`src/rtl/cnn_pkg.sv`:
```
// Shared definitions for the CNN back-end stages.
//   DATA_W      : width of every feature, weight and score word
//   fc_state_e  : state encoding of the fully-connected classifier FSM
//   clog2()     : ceiling log2, usable in constant expressions
//   sat16()     : clamp a wide signed value into the signed 16-bit range
package cnn_pkg;

  localparam int DATA_W = 16;

  typedef enum logic [2:0] {
    ST_IDLE    = 3'd0,
    ST_COLLECT = 3'd1,
    ST_MAC     = 3'd2,
    ST_FIN     = 3'd3,
    ST_OUT     = 3'd4
  } fc_state_e;

  function automatic int clog2(input int v);
    int r;
    r = 0;
    for (int i = 0; i < 32; i++) begin
      if ((1 << r) < v) r = r + 1;
    end
    return r;
  endfunction

  // Callers sign-extend into 64 bits so one helper serves any accumulator width.
  function automatic logic signed [DATA_W-1:0] sat16(input logic signed [63:0] v);
    if (v > 64'sd32767)       return 16'sh7fff;
    else if (v < -64'sd32768) return 16'sh8000;
    else                      return v[DATA_W-1:0];
  endfunction

endpackage

```
`src/rtl/fc_classifier_if.sv`:
```
// Bus bundle between the classifier and its neighbours.
//   master : drives weight words and features (CNN side / loader)
//   slave  : the classifier; drives status, result and debug state
// Handshake: w_valid and in_valid are fire-and-forget strobes with no ready;
// a word is taken on every rising edge where its strobe is high and the
// classifier is in a state that accepts it, otherwise it is dropped.
// out_valid is a one-cycle pulse; out_class/out_score are 0 outside it.
interface fc_classifier_if #(
  parameter int CLS_W = 2
);
  import cnn_pkg::*;

  logic              w_valid;
  logic [DATA_W-1:0] w_data;
  logic              in_valid;
  logic [DATA_W-1:0] in_data;
  logic              busy;
  logic              weights_ready;
  logic              out_valid;
  logic [CLS_W-1:0]  out_class;
  logic [DATA_W-1:0] out_score;
  fc_state_e         dbg_state;

  modport master (
    output w_valid, w_data, in_valid, in_data,
    input  busy, weights_ready, out_valid, out_class, out_score, dbg_state
  );

  modport slave (
    input  w_valid, w_data, in_valid, in_data,
    output busy, weights_ready, out_valid, out_class, out_score, dbg_state
  );

endinterface

```
`src/rtl/fc_classifier_mac_unit.sv`:
```
// Multiply-accumulate datapath for one class score.
//   clk, rst   : clock, synchronous active-high reset
//   clear      : zero the accumulator
//   accumulate : acc += feat * weight
//   finalize   : score is valid this cycle; accumulator clears at the edge
//   feat/weight/bias : signed 16-bit operands
//   score      : sat16((acc + bias) >>> SHIFT), combinational
module fc_mac_unit
  import cnn_pkg::*;
#(
  parameter int ACC_W = 36,
  parameter int SHIFT = 0
) (
  input  logic                     clk,
  input  logic                     rst,
  input  logic                     clear,
  input  logic                     accumulate,
  input  logic                     finalize,
  input  logic signed [DATA_W-1:0] feat,
  input  logic signed [DATA_W-1:0] weight,
  input  logic signed [DATA_W-1:0] bias,
  output logic signed [DATA_W-1:0] score
);

  logic signed [ACC_W-1:0] acc_q, acc_d;
  logic signed [ACC_W-1:0] feat_ext, weight_ext, bias_ext, prod, sum, shifted;

  always_comb begin
    feat_ext   = {{(ACC_W-DATA_W){feat[DATA_W-1]}}, feat};
    weight_ext = {{(ACC_W-DATA_W){weight[DATA_W-1]}}, weight};
    bias_ext   = {{(ACC_W-DATA_W){bias[DATA_W-1]}}, bias};
    // Operands are pre-extended so the product is exact in ACC_W bits.
    prod       = feat_ext * weight_ext;
    sum        = acc_q + bias_ext;
    shifted    = sum >>> SHIFT;
    score      = sat16({{(64-ACC_W){shifted[ACC_W-1]}}, shifted});
  end

  always_comb begin
    acc_d = acc_q;
    if (clear || finalize) acc_d = '0;
    else if (accumulate)   acc_d = acc_q + prod;
  end

  always_ff @(posedge clk) begin
    if (rst) acc_q <= '0;
    else     acc_q <= acc_d;
  end

endmodule

```
`src/rtl/fc_classifier.sv`:
```
// Fully-connected classifier behind the CNN pooling stage.
//   clk   : single rising-edge clock
//   rst_n : synchronous reset, active HIGH despite the name
//   bus   : fc_classifier_if.slave -- weight load, feature input, result,
//           busy/weights_ready status and dbg_state
// Weights are stored class-major: w[c][0..NUM_FEAT-1], bias[c]. Each
// inference runs NUM_FEAT MAC cycles plus one finalize cycle per class,
// tracks the running argmax, then pulses out_valid once.
module fc_classifier
  import cnn_pkg::*;
#(
  parameter int NUM_FEAT  = 4,
  parameter int NUM_CLASS = 3,
  parameter int SHIFT     = 0,
  parameter int CLS_W     = 2
) (
  input  logic            clk,
  input  logic            rst_n,
  fc_classifier_if.slave  bus
);

  localparam int NWORDS = (NUM_FEAT + 1) * NUM_CLASS;
  localparam int WP_W   = (NWORDS > 1) ? clog2(NWORDS) : 1;
  localparam int FP_W   = (NUM_FEAT > 1) ? clog2(NUM_FEAT) : 1;
  localparam int ACC_W  = 2 * DATA_W + clog2(NUM_FEAT + 1) + 1;

  fc_state_e state_q, state_d;

  logic [WP_W-1:0]   wptr_q, wptr_d;
  logic              ready_q, ready_d;
  logic [DATA_W-1:0] w_q    [NWORDS];
  logic [DATA_W-1:0] w_d    [NWORDS];
  logic [DATA_W-1:0] feat_q [NUM_FEAT];
  logic [DATA_W-1:0] feat_d [NUM_FEAT];
  logic [FP_W-1:0]   fptr_q, fptr_d;
  logic [CLS_W-1:0]  cls_q, cls_d;
  logic [CLS_W-1:0]  best_cls_q, best_cls_d;
  logic [DATA_W-1:0] best_score_q, best_score_d;

  logic              last_feat, last_class, start_ok;
  logic [WP_W-1:0]   w_idx, b_idx, row_base;
  logic [DATA_W-1:0] mac_feat, mac_weight, mac_bias;
  logic [DATA_W-1:0] score;

  // Row base of the current class in the class-major weight store.
  assign row_base   = WP_W'(cls_q) * WP_W'(NUM_FEAT + 1);
  assign w_idx      = row_base + WP_W'(fptr_q);
  assign b_idx      = row_base + WP_W'(NUM_FEAT);
  assign last_feat  = (fptr_q == FP_W'(NUM_FEAT - 1));
  assign last_class = (cls_q == CLS_W'(NUM_CLASS - 1));
  // A simultaneous weight word takes priority over a feature in IDLE.
  assign start_ok   = bus.in_valid && !bus.w_valid && ready_q;

  assign mac_feat   = feat_q[fptr_q];
  assign mac_weight = w_q[w_idx];
  assign mac_bias   = w_q[b_idx];

  fc_mac_unit #(
    .ACC_W (ACC_W),
    .SHIFT (SHIFT)
  ) u_mac (
    .clk        (clk),
    .rst        (rst_n),
    .clear      (state_q == ST_IDLE),
    .accumulate (state_q == ST_MAC),
    .finalize   (state_q == ST_FIN),
    .feat       (mac_feat),
    .weight     (mac_weight),
    .bias       (mac_bias),
    .score      (score)
  );

  // Next-state logic.
  always_comb begin
    state_d = state_q;
    case (state_q)
      ST_IDLE:    if (start_ok) state_d = (NUM_FEAT == 1) ? ST_MAC : ST_COLLECT;
      ST_COLLECT: begin
        if (!bus.in_valid)  state_d = ST_IDLE;
        else if (last_feat) state_d = ST_MAC;
      end
      ST_MAC:     if (last_feat) state_d = ST_FIN;
      ST_FIN:     state_d = last_class ? ST_OUT : ST_MAC;
      ST_OUT:     state_d = ST_IDLE;
      default:    state_d = ST_IDLE;
    endcase
  end

  // Datapath register updates.
  always_comb begin
    wptr_d       = wptr_q;
    ready_d      = ready_q;
    w_d          = w_q;
    feat_d       = feat_q;
    fptr_d       = fptr_q;
    cls_d        = cls_q;
    best_cls_d   = best_cls_q;
    best_score_d = best_score_q;
    case (state_q)
      ST_IDLE: begin
        fptr_d = '0;
        cls_d  = '0;
        if (bus.w_valid) begin
          w_d[wptr_q] = bus.w_data;
          if (wptr_q == WP_W'(NWORDS - 1)) begin
            wptr_d  = '0;
            ready_d = 1'b1;
          end else begin
            wptr_d = wptr_q + 1'b1;
          end
        end else if (start_ok) begin
          feat_d[0] = bus.in_data;
          fptr_d    = (NUM_FEAT == 1) ? '0 : FP_W'(1);
        end
      end
      ST_COLLECT: begin
        if (!bus.in_valid) begin
          fptr_d = '0;
        end else begin
          feat_d[fptr_q] = bus.in_data;
          fptr_d         = last_feat ? '0 : fptr_q + 1'b1;
        end
      end
      ST_MAC: fptr_d = last_feat ? '0 : fptr_q + 1'b1;
      ST_FIN: begin
        // Strictly-greater replace keeps the lowest index on ties.
        if (cls_q == '0 || $signed(score) > $signed(best_score_q)) begin
          best_cls_d   = cls_q;
          best_score_d = score;
        end
        cls_d = last_class ? '0 : cls_q + 1'b1;
      end
      default: ;
    endcase
  end

  // Outputs.
  always_comb begin
    bus.busy          = (state_q != ST_IDLE);
    bus.weights_ready = ready_q;
    bus.out_valid     = (state_q == ST_OUT);
    bus.out_class     = (state_q == ST_OUT) ? best_cls_q : '0;
    bus.out_score     = (state_q == ST_OUT) ? best_score_q : '0;
    bus.dbg_state     = state_q;
  end

  always_ff @(posedge clk) begin
    if (rst_n) begin
      state_q      <= ST_IDLE;
      wptr_q       <= '0;
      ready_q      <= 1'b0;
      w_q          <= '{default: '0};
      feat_q       <= '{default: '0};
      fptr_q       <= '0;
      cls_q        <= '0;
      best_cls_q   <= '0;
      best_score_q <= '0;
    end else begin
      state_q      <= state_d;
      wptr_q       <= wptr_d;
      ready_q      <= ready_d;
      w_q          <= w_d;
      feat_q       <= feat_d;
      fptr_q       <= fptr_d;
      cls_q        <= cls_d;
      best_cls_q   <= best_cls_d;
      best_score_q <= best_score_d;
    end
  end

endmodule

```
`src/flat_wrapper.sv`:
```
// flat-port wrapper written by rule: the top's interface ports become plain ports
module fc_classifier_flat import cnn_pkg::*;
#(
  parameter int NUM_FEAT  = 4,
  parameter int NUM_CLASS = 3,
  parameter int SHIFT     = 0,
  parameter int CLS_W     = 2
)
  (clk, rst_n, bus_w_valid, bus_w_data, bus_in_valid, bus_in_data, bus_busy, bus_weights_ready, bus_out_valid, bus_out_class, bus_out_score, bus_dbg_state);
  fc_classifier_if #(.CLS_W(CLS_W)) bus_i ();
  input  logic clk;
  input  logic rst_n;
  input wire logic [$bits(bus_i.w_valid)-1:0] bus_w_valid;
  input wire logic [$bits(bus_i.w_data)-1:0] bus_w_data;
  input wire logic [$bits(bus_i.in_valid)-1:0] bus_in_valid;
  input wire logic [$bits(bus_i.in_data)-1:0] bus_in_data;
  output wire logic [$bits(bus_i.busy)-1:0] bus_busy;
  output wire logic [$bits(bus_i.weights_ready)-1:0] bus_weights_ready;
  output wire logic [$bits(bus_i.out_valid)-1:0] bus_out_valid;
  output wire logic [$bits(bus_i.out_class)-1:0] bus_out_class;
  output wire logic [$bits(bus_i.out_score)-1:0] bus_out_score;
  output wire logic [$bits(bus_i.dbg_state)-1:0] bus_dbg_state;
  assign bus_i.w_valid = bus_w_valid;
  assign bus_i.w_data = bus_w_data;
  assign bus_i.in_valid = bus_in_valid;
  assign bus_i.in_data = bus_in_data;
  assign bus_busy = bus_i.busy;
  assign bus_weights_ready = bus_i.weights_ready;
  assign bus_out_valid = bus_i.out_valid;
  assign bus_out_class = bus_i.out_class;
  assign bus_out_score = bus_i.out_score;
  assign bus_dbg_state = bus_i.dbg_state;
  fc_classifier #(.NUM_FEAT(NUM_FEAT), .NUM_CLASS(NUM_CLASS), .SHIFT(SHIFT), .CLS_W(CLS_W)) u_core (.clk(clk), .rst_n(rst_n), .bus(bus_i));
endmodule
```
`config.mk`:
```
export PLATFORM = sky130hd
export DESIGN_NAME = fc_classifier_flat
export DESIGN_NICKNAME = d
export VERILOG_FILES = /design/src/rtl/cnn_pkg.sv /design/src/rtl/fc_classifier_if.sv /design/src/rtl/fc_classifier_mac_unit.sv /design/src/rtl/fc_classifier.sv /design/src/flat_wrapper.sv
export SDC_FILE = /design/constraint.sdc
export NUM_CORES = 2
export LEC_CHECK = 0
export BUFFER_PORTS_ARGS = -buffer_cell sky130_fd_sc_hd__buf_2
export CORE_ASPECT_RATIO = 0.7
export CORE_MARGIN = 3
export CORE_UTILIZATION = 59
export DETAILED_ROUTE_END_ITERATION = 12
export PLACE_DENSITY = 0.84
export SYNTH_ARGS = -nofsm -noshare
export SYNTH_HDL_FRONTEND = slang
export SYNTH_SLANG_ARGS = --single-unit
```
`constraint.sdc`:
```
create_clock -name clk -period 9.7 [get_ports clk]
set_clock_uncertainty 0.1 [all_clocks]
set_input_delay 2.425 -clock clk [delete_from_list [all_inputs] [get_ports clk]]
set_output_delay 2.425 -clock clk [all_outputs]
set_load 0.02 [all_outputs]
```
==> impl_metrics.yaml <==
timing:
  period_needed_ps: 10100
  rsz0062_at_grt: "yes"
  fmax_mhz: 99.0
  period_share: 1.04
  fin_ws_ps: -396
  max_slew.worst_pin.slew_ps: 1300
  slew_viol_final: 0
  setup_viol: 10
  finalHoldViolCount: 0
  maxSlewHeadroom: 0.136
  fin_setup_tns_ps: -1770
synthesis:
  async_flop_share: 0
  yosys-top-cells-count: "nand2_1 (849), a21oi_1 (463), dfxtp_1 (370)"
  post_synth.cell_area_avg_um2: 8.32
  ys_types: 92
  synth.most_common_cell: "nand2_1"
  synthDominantCellAreaShare: 0.237
  yosysSeqAreaShare: 0.237
  synth_area_leader_cell: "dfxtp_1"
  synth-edff-count: 0
  synth_area_leaders: "dfxtp_1 (24%), fa_1 (17%), nand2_1 (10%)"
  yosys_warnings: 0
  syn_nets: 4237
  synth_ff_type: "dfxtp_1"
  synthCells: 3758
  synth.ff_latch_count: 370
  syn_area_um2: 31300
worst_setup_path:
  cp_data_required_time_ps: 10080
  path_class: "flop to flop"
  crit_arrival_ps: 10470
  crit_fanout: 5
  slowest_delay_ps: 830
  cp-end-kind: "flop"
  startpoint_type: "flop"
  critical-path-slowest-cell: "fa_4"
  crit_top_cell: "fa_1"
floorplan:
  start_util: 0.607
  rows: 69
  dieWidth_um: 281
  die_area_um2: 55800
  io_pins: 60
  die_h_um: 199
  core_area_um2: 51500
drt:
  route.met2.wl_um: 41100
  drtAntennaViolNets: 0
  vias: 29100
  met3WireLength_um: 15300
  drt-total-wl_um: 98800
  drt_iter0_drc: 4090
  highest_layer: "met5"
  wl_per_cell_um: 21.3
  via_per_inst: 6.25
  wl_met1_um: 38500
  first_pass_iters: 7
  drc: 0
final_layout:
  drive_above_1_share: 0.188
  area_delta_synth_final_pct: 16.0
  utilization: 0.704
  nNetsFinal: 4427
min_path:
  worstHoldPathType: "flop to flop"
status:
  violations: "setup timing"
  status: "finished, violations left"
power:
  vdd_drop_max_mv: 0.141
  power_density_nw_per_um2: 92.2
  leakagePower_nw: 15.2
grt:
  grt_pass1_vias: 28400
  track_usage: 0.347
  grt-ovfl-total: 0
  grt_pass1_wl_um: 153000
  grt_start_max_net_pins: 100
  antenna_found_initial: 6
clocking:
  cts_max_level: 2
  cts-hold-fix-buffers: 0
  clkLatencyLatePin_ps: 590
  cts_root_buf: "clkbuf_16"
  clk_path_buf_depth: 3
  clk_pin_slew_worst_paths_ps: 70
  cts_tree: "done"
  cts.sinks: 370
  cts_buffers: 38
placed_design:
  io_buffers: 59
  gp_congestion: 0.987
  dpl.hpwl_um: 69000
flow_run:
  maxCapViolCount: 0
==> worst max-delay path, delay by kind of cell, from the launching register on <==
family / cells / cell delay (ps)
adder cells (fa/ha/maj): 10 / 4610
AO/OA/AOI/OAI: 14 / 2220
AND/OR/NAND/NOR: 6 / 1090
multiplexers: 2 / 830
buffers and inverters: 7 / 730
flip-flops: 1 / 330
XOR/XNOR: 1 / 90
==> worst paths after layout <==
kind	slack, ps	cells past startpoint	to	startpoint
max	-400	40	u_core.u_mac.acc_q[34]	u_core.cls_q[0]
min	350	2	u_core.feat_q[58]	u_core.feat_q[58]
max reg2reg	-400	40	u_core.u_mac.acc_q[34]	u_core.cls_q[0]
min reg2reg	350	2	u_core.feat_q[58]	u_core.feat_q[58]
==> logic make-up (layout without fill, tap and decap cells) <==
kind of cell | count (synthesis) | in the layout | synth area share
flip-flops | 370 | 370 | 0.237
multiplexers | 151 | 151 | 0.0885
XOR/XNOR | 85 | 85 | 0.0244
other | 0 | 2 | 0
buffers and inverters | 560 | 777 | 0.0678
adder cells (fa/ha/maj) | 443 | 443 | 0.241
AND/OR/NAND/NOR | 1379 | 1379 | 0.195
AO/OA/AOI/OAI | 770 | 770 | 0.146
==> through the flow <==
step	area (µm²)	setup slack, ps	power (mW)	hold slack, ps	instances
floorplan	31300	54.7	1.74	329	3758
global placement	33600	-431	1.84	337	4529
CTS	35700	-290	3.31	353	4640
global route	36300	-614	3.42	367	4650
finish	36300	-396	3.34	352	4651
detailed placement	33600	-654	1.85	345	4529
==> cells in the final DEF, fill, tap and decap left out, types with 51 or more instances in the layout <==
master	count
a21o_1	51
a21oi_1	432
and2_1	56
buf_2	58
buf_4	255
dfxtp_1	367
fa_1	258
ha_1	159
inv_1	343
mux4_2	98
nand2_1	841
nor2_1	160
nor2b_1	68
o21ai_0	51
==> layout make-up <==
class / count / area (µm²)
antenna: 2 / 5.00
clock buffer: 52 / 1080
clock inverter: 15 / 144
fill: 3632 / 15300
inverter: 355 / 1330
multi-input combinational: 2828 / 22600
sequential: 370 / 7410
tap: 674 / 843
timing repair buffer: 355 / 2830
==> sequential cells by signal (all words and copies together) (netlist names) <==
signal                    flops
u_core.u_mac.acc_q           36
u_core.best_cls_q             2
u_core.best_score_q          16
u_core.fptr_q                 2
u_core.wptr_q                 4
u_core.cls_q                  2
u_core.bus.weights_ready      1
u_core.bus.dbg_state          3
u_core.w_q                  240
u_core.feat_q                64
==> what timing repair did <==
item                                   4_1_cts  5_1_grt
gates cloned                                 1        0
endpoints found under the hold margin        0        0
gates resized for setup                    103      119
pin swaps                                   85       64
buffers inserted                            44       16
setup endpoints to repair                   11       20
==> routing by layer <==
metal	vias to the layer above	GRT usage
met2	2052	0.499
met3	365	0.138
met5	-	0
li1	12900	-
met1	13800	0.476
met4	12	0.124
==> power breakdown <==
part	internal (mW)	switching, mW
clock	0.798	0.682
combinational	0.126	0.200
sequential	1.53	0.00910
total	2.45	0.891
Power figures use the tool's default switching activity.
